**src/rtl/adder_pipelined.sv**
```systemverilog
// adder_pipelined: N-bit two's-complement adder split into STAGES carry-pipelined
// ripple segments of W = N/STAGES bits, with valid/ready handshake on both sides.
//
// Ports:
//   clk, rst_n          clock, asynchronous active-low reset
//   in_valid, in_ready  input beat handshake (in_ready is combinational)
//   a, b, cin           operands and carry into bit 0
//   sub                 (only with ADDER_PIPELINED_SUB_EN) 1 = compute a - b
//   out_valid,out_ready output beat handshake
//   sum, cout, overflow registered result, carry out of MSB, signed overflow
//
// Optional feature macro: ADDER_PIPELINED_SUB_EN adds the sub input.
module adder_pipelined #(
  parameter int unsigned N      = 32,
  parameter int unsigned STAGES = 4
) (
  input  logic         clk,
  input  logic         rst_n,
  input  logic         in_valid,
  output logic         in_ready,
  input  logic [N-1:0] a,
  input  logic [N-1:0] b,
  input  logic         cin,
`ifdef ADDER_PIPELINED_SUB_EN
  input  logic         sub,
`endif
  output logic         out_valid,
  input  logic         out_ready,
  output logic [N-1:0] sum,
  output logic         cout,
  output logic         overflow
);

  localparam int unsigned W = N / STAGES;

  // Configuration sanity check at elaboration.
  if ((N % STAGES) != 0) begin : g_bad_cfg
    $error("adder_pipelined: N must be a multiple of STAGES");
  end

  // Per-stage registers: operands travel whole (skew), the partial sum collects
  // one finished slice per stage (deskew), carry and valid ride alongside.
  logic [STAGES-1:0]        v_q, v_d;
  logic [STAGES-1:0]        c_q, c_d;
  logic [STAGES-1:0][N-1:0] a_q, a_d;
  logic [STAGES-1:0][N-1:0] b_q, b_d;
  logic [STAGES-1:0][N-1:0] s_q, s_d;
  logic                     ovf_q, ovf_d;

  logic         adv_c;
  logic [N-1:0] b_eff_c;
  logic         cin_eff_c;

  // Global advance: the whole pipe moves unless a result is stuck at the output.
  assign adv_c    = !v_q[STAGES-1] || out_ready;
  assign in_ready = adv_c;

  // Subtraction is a + ~b + 1; cin is ignored in that mode.
`ifdef ADDER_PIPELINED_SUB_EN
  assign b_eff_c   = sub ? ~b : b;
  assign cin_eff_c = sub ? 1'b1 : cin;
`else
  assign b_eff_c   = b;
  assign cin_eff_c = cin;
`endif

  // Next-state for every stage: add one W-bit slice with the incoming carry.
  always_comb begin
    logic [N-1:0] sa, sb, ss;
    logic         sc;
    logic [W:0]   acc;
    v_d   = v_q;
    c_d   = c_q;
    a_d   = a_q;
    b_d   = b_q;
    s_d   = s_q;
    ovf_d = ovf_q;
    sa    = '0;
    sb    = '0;
    ss    = '0;
    sc    = 1'b0;
    acc   = '0;
    for (int k = 0; k < int'(STAGES); k++) begin
      if (k == 0) begin
        sa     = a;
        sb     = b_eff_c;
        ss     = '0;
        sc     = cin_eff_c;
        v_d[k] = in_valid;
      end else begin
        sa     = a_q[k-1];
        sb     = b_q[k-1];
        ss     = s_q[k-1];
        sc     = c_q[k-1];
        v_d[k] = v_q[k-1];
      end
      acc = {1'b0, sa[k*W +: W]} + {1'b0, sb[k*W +: W]} + {{W{1'b0}}, sc};
      a_d[k]            = sa;
      b_d[k]            = sb;
      s_d[k]            = ss;
      s_d[k][k*W +: W]  = acc[W-1:0];
      c_d[k]            = acc[W];
      // The final stage produces the MSB, so overflow is resolved there.
      if (k == int'(STAGES) - 1) begin
        ovf_d = (sa[N-1] == sb[N-1]) && (acc[W-1] != sa[N-1]);
      end
    end
  end

  // Pipeline registers; everything holds while stalled.
  always_ff @(posedge clk or negedge rst_n) begin
    if (!rst_n) begin
      v_q   <= '0;
      c_q   <= '0;
      a_q   <= '0;
      b_q   <= '0;
      s_q   <= '0;
      ovf_q <= 1'b0;
    end else if (adv_c) begin
      v_q   <= v_d;
      c_q   <= c_d;
      a_q   <= a_d;
      b_q   <= b_d;
      s_q   <= s_d;
      ovf_q <= ovf_d;
    end
  end

  assign out_valid = v_q[STAGES-1];
  assign sum       = s_q[STAGES-1];
  assign cout      = c_q[STAGES-1];
  assign overflow  = ovf_q;

endmodule

```
**config.mk**
```make
export PLATFORM = sky130hd
export DESIGN_NAME = adder_pipelined
export DESIGN_NICKNAME = d
export VERILOG_FILES = /design/src/rtl/adder_pipelined.sv
export SDC_FILE = /design/constraint.sdc
export NUM_CORES = 1
export LEC_CHECK = 0
export CAP_MARGIN = 10
export CORE_AREA = 2 2 114 139
export CTS_CLUSTER_SIZE = 20
export DETAILED_ROUTE_END_ITERATION = 16
export DIE_AREA = 0 0 116 141
export GPL_TIMING_DRIVEN = 0
export PLACE_DENSITY_LB_ADDON = 0.05
export SETUP_SLACK_MARGIN = 0.3
export SKIP_LAST_GASP = 1
export SLEW_MARGIN = 20
export SYNTH_ARGS = -nofsm -noshare
export SYNTH_HDL_FRONTEND = slang
export SYNTH_SLANG_ARGS = --single-unit
```
**constraint.sdc**
```tcl
create_clock -name clk -period 4.59 [get_ports clk]
set_input_delay 1.1475 -clock clk [delete_from_list [all_inputs] [get_ports clk]]
set_output_delay 1.1475 -clock clk [all_outputs]
set_load 0.02 [all_outputs]
```
After elaboration in Yosys (flattened, before gate mapping) --
Index checks and enable logic that the tools add are counted.
Operators by class: equal/unequal tests 2, reductions and logical operators 3, add/subtract/negate cells 8
Operators with widths (count):
- $add A8 B8 Y9 | 4
- $add A9 B1 Y9 | 4
- $eq A1 B1 Y1 | 1
- $logic_and A1 B1 Y1 | 1
- $logic_not A1 Y1 | 1
- $logic_or A1 B1 Y1 | 1
- $ne A1 B1 Y1 | 1
Word-level totals: output and inout bits 36, flip-flop bits (word level) 281, bits of input ports 69

Depth between registers and ports, before layout --
Gate-level depths: netlist (run 1).
word-level depth 4, gate-level depth with buffers 8

Worst setup path before layout (run 1) --
Ideal clock, no wire load.
path type input to output, start input port out_ready, end output port in_ready, cell stages on the path 4, path slack 1710 ps, buffers on the path 2, arrival time 1733 ps, data required time 3443 ps, path through nor2b_1 -> inv_1 -> buf_2 -> buf_2
Between the ends: word-level cells in the longest chain between the ends 1
Ends and longest elaborated chain:
- from (decl) | RTL line 28 | input logic out_ready,
- $logic_or A1 B1 Y1 | RTL line 55 | assign adv_c = !v_q[STAGES-1] || out_ready;
- to (decl) | RTL line 20 | output logic in_ready,
No other way between the ends.

Worst setup path after layout (run 1) --
Ends and elaborated chain as after synthesis.

==> results.md, run 1 <==
- For this run, the detailed router's first-pass iteration total came to 4.
- The cell count after synthesis came out at 904.
- The number of antenna violations at the first check in global routing is 0.
- The kind of end point of the critical path is a primary output.
- The clock network power share is 21.7%.
- Global routing finished with a remaining overflow of 0.
- For this design, the sink count on the clock tree is 185.
- Counting distinct cell types in the post-synthesis netlist gives 35.
- At the pin with the least slew margin, the transition time is 0.7147 ns.
- The path category of the worst min-delay check is reg2reg.
- Registers are responsible for 39.2% of the overall power.
- The final number of max-transition violations is 0.
- After synthesis the netlist holds a flip-flop and latch count of 185.
- The net total in the final layout is 1133.
- The total setup buffers inserted after CTS is 0.
- Relative to the synthesized area, the layout overhead comes to 23.98%.
- Static timing analysis puts the maximum clock frequency at 244.2 MHz.
- The final hold violation count is 0.
- The total half-perimeter wirelength after legalization and detailed placement is 12.78 mm.
- The cell area after technology mapping is 8108 um2.
- The die outline width is 116 um.
- The initial standard-cell utilization of the core is 53.55%.
- Entering global routing, the biggest net connects 102 pins.
- Setup violations remaining at the end of the flow were counted as 0.
- In the synthesized netlist the dominant register cell turns out to be dfrtp_1.
- The run finished with clean final reports.
- The final clock period utilization by the worst path is 89.23%.
- The die span in y is 141 um.
- The CTS tree is built.
- The critical path goes through clkdlybuf4s50_1 > nor2b_1 > inv_1 > buf_2 > buf_2 > clkdlybuf4s50_1.
- The post-synthesis cell type with the largest combined area is dfrtp_1.
- Max-cap violations in this run came to 0.
- Global routing used 23.57% of the available tracks across all layers.
- The proportion of power drawn by combinational gates is 39.1%.
- The final route contains 6189 vias.
- Dividing the detail-routed wire length by the instance count gives 14.22 um.
- Final hold analysis gives a worst-case slack of 0.4621 ns.
- The slowest stage of the critical path belongs to the cell clkdlybuf4s50_1.
- After synthesis, the cell types taking the most area are dfrtp_1 (57%), nand2_1 (23%), ha_1 (4.3%).
- The starting DRC count in detailed routing is 348.
- The shortest period the worst path allows is 4.096 ns.
- A synthesized cell averages 8.969 um2.
- Setup repair after global routing left no endpoint under its margin.
- The first-pass GRT wire length is 29.28 mm.
- Summing all non-filler instances in the final layout gives an area of 10050 um2.
- During synthesis, Yosys emitted a total of 0 warnings.
- Wires add up to 17.77 mm.
- Yosys mapped a number of flops with a built-in enable equal to 0.
- At the worst endpoint, the required time is 3.44 ns.
- nand2_1 is the most common cell in the netlist.
- The layout filler cell count is 1319.
- In this run the tool buffered the top-level ports with 104 buffer cells.
- The cell chosen for the clock root is clkbuf_16.
- For this run, design rule violations remaining after detail routing come to 0.
- Of all nets on the critical path, the largest fanout is 10.
- Counting flops with an async set or reset pin after synthesis yields a share of 100.0%.
- The die footprint is 16360 um2.
- The relative slew slack is 52.35%.
- In this run the static leakage power is 5.049 nW.
- Data on the critical path arrives at its endpoint at 2.95 ns.
- The total number of placement rows is 50.
- The repair_antennas step left the layout with diodes totalling 0.
- The number of buffer and inverter stages on the critical path is 5.
- After layout, the design draws a total of 6.997 mW.
- The buffer levels on the longest clock path is 2.
- The synthesized net count is 1009.
- Clock-pin slew was measured on the worst setup and hold paths at 0.06 ns.
- Pin placement for this block handled 105 I/O pins.
- Power spread over the standard cell area amounts to 696.0 nW/um2.
- In this run the power spent charging and discharging nets is 2.590 mW.
- The post-cts resize count is 0.
- On the worst path, the slowest cell contributes a delay of 0.64 ns.
- The post-route setup TNS is 0 ns.
- At the later pin of the worst-skew pair, clock insertion delay measures 0.43 ns.
- The number of hold buffers added after cts is 0.
- The placement-stage cell area is 9442 um2.
- Between clock sinks in the finished design, the worst skew comes to 0.006420 ns.
- The kind of start point of the critical path is an input pin.
- Summing the sequential cell areas from Yosys gives 57.10% of the chip area.
- CTS built an H-tree with a depth of 4.
- The via density per instance is 4.955.
- The peak supply drop is 0.2793 mV.
- In this run the standard cell core region covers 15140 um2.
- At the end of routability-driven placement, the weighted congestion stood at 0.8047.
- The cell family contributing the most delay on the critical path is buffers and inverters.
- The post-route netlist has 6.436% of its cells at a drive strength greater than 1.
- Clock tree synthesis inserted a total of 17 buffers.
- The portion of synthesized cell area occupied by the leading cell type is 57.10%.
- The post-detailed-route count of antenna-violating nets is 0.
- Internal power comes to 4.406 mW.
- The critical path is of the in2out type.
- In the synthesized netlist, the cells that appear most often are nand2_1 (487), dfrtp_1 (185), o21ai_0 (34).
- The fraction of power spent switching nets is 37.02%.
- The number of global-route vias before repair is 6013.
## worst register-to-register path, cell delays in order (launching register included)
cell,delay [ns]
dfrtp_1,0.41
fa_1,0.50
fa_1,0.42
a21oi_1,0.26
o211ai_1,0.14
a21oi_1,0.22
xor2_1,0.23
o21ai_0,0.12
## routing by layer
layer  routed length (um)  vias up  track usage (%)  part of all wire (%)
li1                     -     3113                -                     -
met1                 7484     2936            29.79                    42
met2                 9365      120            41.21                    53
met3                  621       20            3.998                   3.5
met4                  294        0            7.393                   1.7
met5                    0        -                0                     0
## worst paths after layout
| kind | start | to | slack, ns | cells after the start |
|---|---|---|---|---|
| max | out_ready | in_ready | 0.49 | 6 |
| min | sum[7]$_DFFE_PN0P_ | sum[7]$_DFFE_PN0P_ | 0.46 | 2 |
| max reg2reg | c_q[0]$_DFFE_PN0P_ | s_d[78]$_DFFE_PN0P_ | 2.15 | 7 |
| min reg2reg | sum[7]$_DFFE_PN0P_ | sum[7]$_DFFE_PN0P_ | 0.46 | 2 |
| max in group asynchronous | rst_n | a_d[92]$_DFFE_PN0P_ | 3.00 | 2 |
| min in group asynchronous | rst_n | a_d[43]$_DFFE_PN0P_ | 0.69 | 1 |
## registers in the layout, summed over array words and instances (netlist names)
register and count:
c_q 4, b_d 48, s_d 48, overflow 1, sum 32, v_q 4, a_d 48
## cell families (layout without fill, tap and decap cells)
family          Yosys count  in the layout  synth area share [%]
simple gates            525            525                 25.03
flops                   185            185                 57.10
compound gates           92             92                 7.068
buf+inv                  50            187                 2.778
fa+ha+maj                36             36                 6.296
xor+xnor                 16             16                 1.728
## placed cells by master, fill, tap and decap left out, types with 2 or more instances in the layout
cell type / instances
a211oi_1: 5
a211oi_2: 4
a21o_1: 5
a21oi_1: 17
a31oi_1: 3
buf_1: 2
buf_2: 27
bufinv_16: 4
clkbuf_1: 13
clkbuf_16: 17
clkdlybuf4s50_1: 103
clkinv_2: 5
clkinv_4: 2
clkinvlp_4: 2
dfrtp_1: 185
fa_1: 8
ha_1: 28
inv_1: 9
nand2_1: 487
nand2b_1: 4
nor2_1: 11
nor2b_1: 4
nor3_1: 13
o211ai_1: 6
o21ai_0: 34
o21ai_1: 6
o21bai_1: 4
o31ai_1: 2
or3_1: 3
xnor2_1: 4
xor2_1: 12
## area by class of cell
class | count | area, um2 | share of cell area, %
Sequential cell | 185 | 4629 | 46.05
Multi-Input combinational cell | 669 | 3253 | 32.36
Timing Repair Buffer | 105 | 1074 | 10.68
Clock buffer | 19 | 432.9 | 4.307
Tap cell | 208 | 260.3 | 2.589
Buffer | 41 | 191.4 | 1.904
Clock inverter | 13 | 177.7 | 1.767
Inverter | 9 | 33.78 | 0.3361
## power by group through the flow
stage	clock network (mW)	logic, mW	registers (mW)
4_1_cts	1.54	2.76	2.75
2_1_floorplan	0	1.69	2.84
5_1_grt	1.61	3.09	2.83
3_3_place_gp	0	2.68	2.75
6_report	1.52	2.74	2.74
3_5_place_dp	0	2.74	2.77
## through the flow
stage / util [%] / setup slack [ns] / instances
after floorplan: - / 1.710 / 904
after global placement: 62.15 / -5.282 / 1216
after detailed placement: 62.36 / 0.5140 / 1217
after CTS: 66.40 / 0.5071 / 1249
after global routing: 66.40 / 0.3859 / 1249
final: 66.40 / 0.4944 / 1249
No activity file was read; power rests on OpenSTA's default activity.
==> run 2: changes to the inputs <==
- CORE_AREA: 2 2 114 139 -> 2 2 131 121
- DIE_AREA: 0 0 116 141 -> 0 0 133 123
==> results.md, run 2 (synthesis gave the netlist of run 1 again) <==
- The run finished with clean final reports.
- The design draws 6.927 mW.
- Entering global routing, the biggest net connects 94 pins.
- The total setup buffers inserted after CTS is 0.
- For the worst setup path, the data arrival time is 3.00 ns.
- The floorplan has 43 rows.
- The die covers 16360 um2.
- The layout filler cell count is 1267.
- No sink is reached through more buffers than the 2 on the longest clock path.
- The share of cells above drive strength 1 is 6.532%.
- The wire length after detailed routing is 18.12 mm.
- The transition time of the tightest slew-check pin is 0.7095 ns.
- Before antenna repair, the detailed router went through 5 iterations.
- Once detailed placement completed, the half-perimeter wirelength came to 12.78 mm.
- For this run, design rule violations remaining after detail routing come to 0.
- The starting DRC count in detailed routing is 447.
- The relative slew slack is 52.70%.
- Clock tree synthesis inserted a total of 17 buffers.
- The core footprint is 15010 um2.
- For the finished layout, the period the worst path requires is 4.147 ns.
- In the layout the commonest cells are nand2_1 (487), dfrtp_1 (185), clkdlybuf4s50_1 (103), o21ai_0 (34), ha_1 (28).
- The overall overflow remaining after global route is 0.
- For this run, the total global-route usage over all layers was measured as 24.08%.
- The critical path is of the in2out type.
- The kind of start point of the critical path is an input pin.
- The cell chosen for the clock root is clkbuf_16.
- The worst endpoint required time is 3.44 ns.
- Setup repair after global routing left no endpoint under its margin.
- The count of input and output buffers is 104.
- For this design the top-level I/O count stands at 105.
- The number of antenna violations at the first check in global routing is 0.
- The global placer's final weighted congestion is 0.8444.
- The number of clock sinks is 185.
- The peak supply drop is 0.3577 mV.
- The worst path uses 90.36% of the clock period.
- The path class of the tightest hold or removal check is reg2reg.
- The via density per instance is 5.043.
- The detailed router placed 6268 vias in this run.
- The CTS clock-pin slew for the worst setup and hold paths is 0.06 ns.
- The die is 123 um tall.
- Power spread over the standard cell area amounts to 691.2 nW/um2.
- The clock arrives with 0.007243 ns of skew.
- The net total in the final layout is 1133.
- The die outline width is 133 um.
- In this run the number of H-tree levels came out at 4.
- The first-pass GRT wire length is 30.34 mm.
- The initial standard-cell utilization of the core is 54.01%.
- STA classifies the critical path endpoint as a primary output.
- The number of antenna diodes in the final layout is 0.
- On the final layout, the worst hold slack is 0.4627 ns.
- Setup violations remaining at the end of the flow were counted as 0.
- TritonCTS built the clock tree.
- The area added between synthesis and finish is 23.61%.
- The number of global-route vias before repair came to 6065.
- The instance count along the most critical hold path is 2.
- The maximum frequency from static timing analysis is 241.1 MHz.
- Buffers inserted to repair hold after CTS numbered 0.
- The final hold violation count is 0.
- The final non-filler cell total is 1243.
- In this run the worst path has a maximum fanout of 10.
- The most frequent standard cell in the layout excluding fill and tap cells is nand2_1.
- The post-detailed-route count of antenna-violating nets is 0.
- Across the run, the number of max-cap violations was 0.
- For the worst flop-to-flop path, the logic depth is 7.
- The clock insertion delay at the later pin of the skew report is 0.43 ns.
- The final number of max-transition violations came to 0.
- After detailed routing, the average wire length per cell comes to 14.57 um.
- Summed over all cells, the static leakage comes to 5.038 nW.
- Once the clock tree was built, the resizer swapped 0 gates to a different size.
- After detailed placement, the design holds a cell count of 1211.
[run 2: changes by cell type in the layout (fill, tap and decap cells not counted)]
cell / change
clkbuf_8: +5
bufinv_16: -3
clkinv_2: -3
clkinv_4: +2
clkbuf_1: -1
[run 2: critical path, stage by stage]
cell             delay [ns]
clkdlybuf4s50_1        0.46
nor2b_1                0.08
inv_1                  0.08
buf_2                  0.26
buf_2                  0.32
clkdlybuf4s50_1        0.65
[run 2: path summary, 6_finish.rpt]
kind	slack (ns)	startpoint	end
setup / recovery	0.44	out_ready	in_ready
hold / removal	0.46	sum[7]$_DFFE_PN0P_	sum[7]$_DFFE_PN0P_
setup reg to reg	2.16	c_q[0]$_DFFE_PN0P_	s_d[78]$_DFFE_PN0P_
hold reg to reg	0.46	sum[7]$_DFFE_PN0P_	sum[7]$_DFFE_PN0P_
max in group asynchronous	3.01	rst_n	a_d[56]$_DFFE_PN0P_
min in group asynchronous	0.71	rst_n	sum[3]$_DFFE_PN0P_
[run 2: where the power goes]
part           total, mW  switching, mW  internal [mW]  leakage (nW)
Clock               1.44          0.616          0.821         0.285
Sequential          2.74          0.406           2.34          2.24
Combinational       2.75           1.59           1.16          2.51
Total               6.93           2.61           4.32          5.04
[run 2: layer usage]
metal / routed length, um / up-vias / share of wire (%) / track usage, %
li1: - / 3124 / - / -
met1: 8656 / 2963 / 48 / 33.71
met2: 8275 / 151 / 46 / 37.76
met3: 803 / 30 / 4.4 / 5.535
met4: 380 / 0 / 2.1 / 7.796
met5: 0 / - / 0 / 0
[run 2: cell type report]
| type | instances | area (um2) | area share, % |
|---|---|---|---|
| sequential | 185 | 4629 | 46.19 |
| multi-input combinational | 669 | 3253 | 32.46 |
| timing repair buffer | 105 | 1074 | 10.71 |
| clock buffer | 23 | 498.0 | 4.969 |
| tap | 202 | 252.7 | 2.522 |
| buffer | 41 | 191.4 | 1.910 |
| clock inverter | 9 | 90.09 | 0.8989 |
| inverter | 9 | 33.78 | 0.3371 |
[run 2: per-stage QoR]
step                      setup slack [ns]  setup TNS [ns]  utilization (%)  cell area [um2]
after CTS                           0.4365               0            66.77            10020
after detailed placement            0.4459               0            62.85             9434
after floorplan                      1.710               0                -             8108
after global routing                0.3720               0            66.77            10020
final                               0.4426               0            66.77            10020
after global placement              -5.217         -962.81            62.63             9402
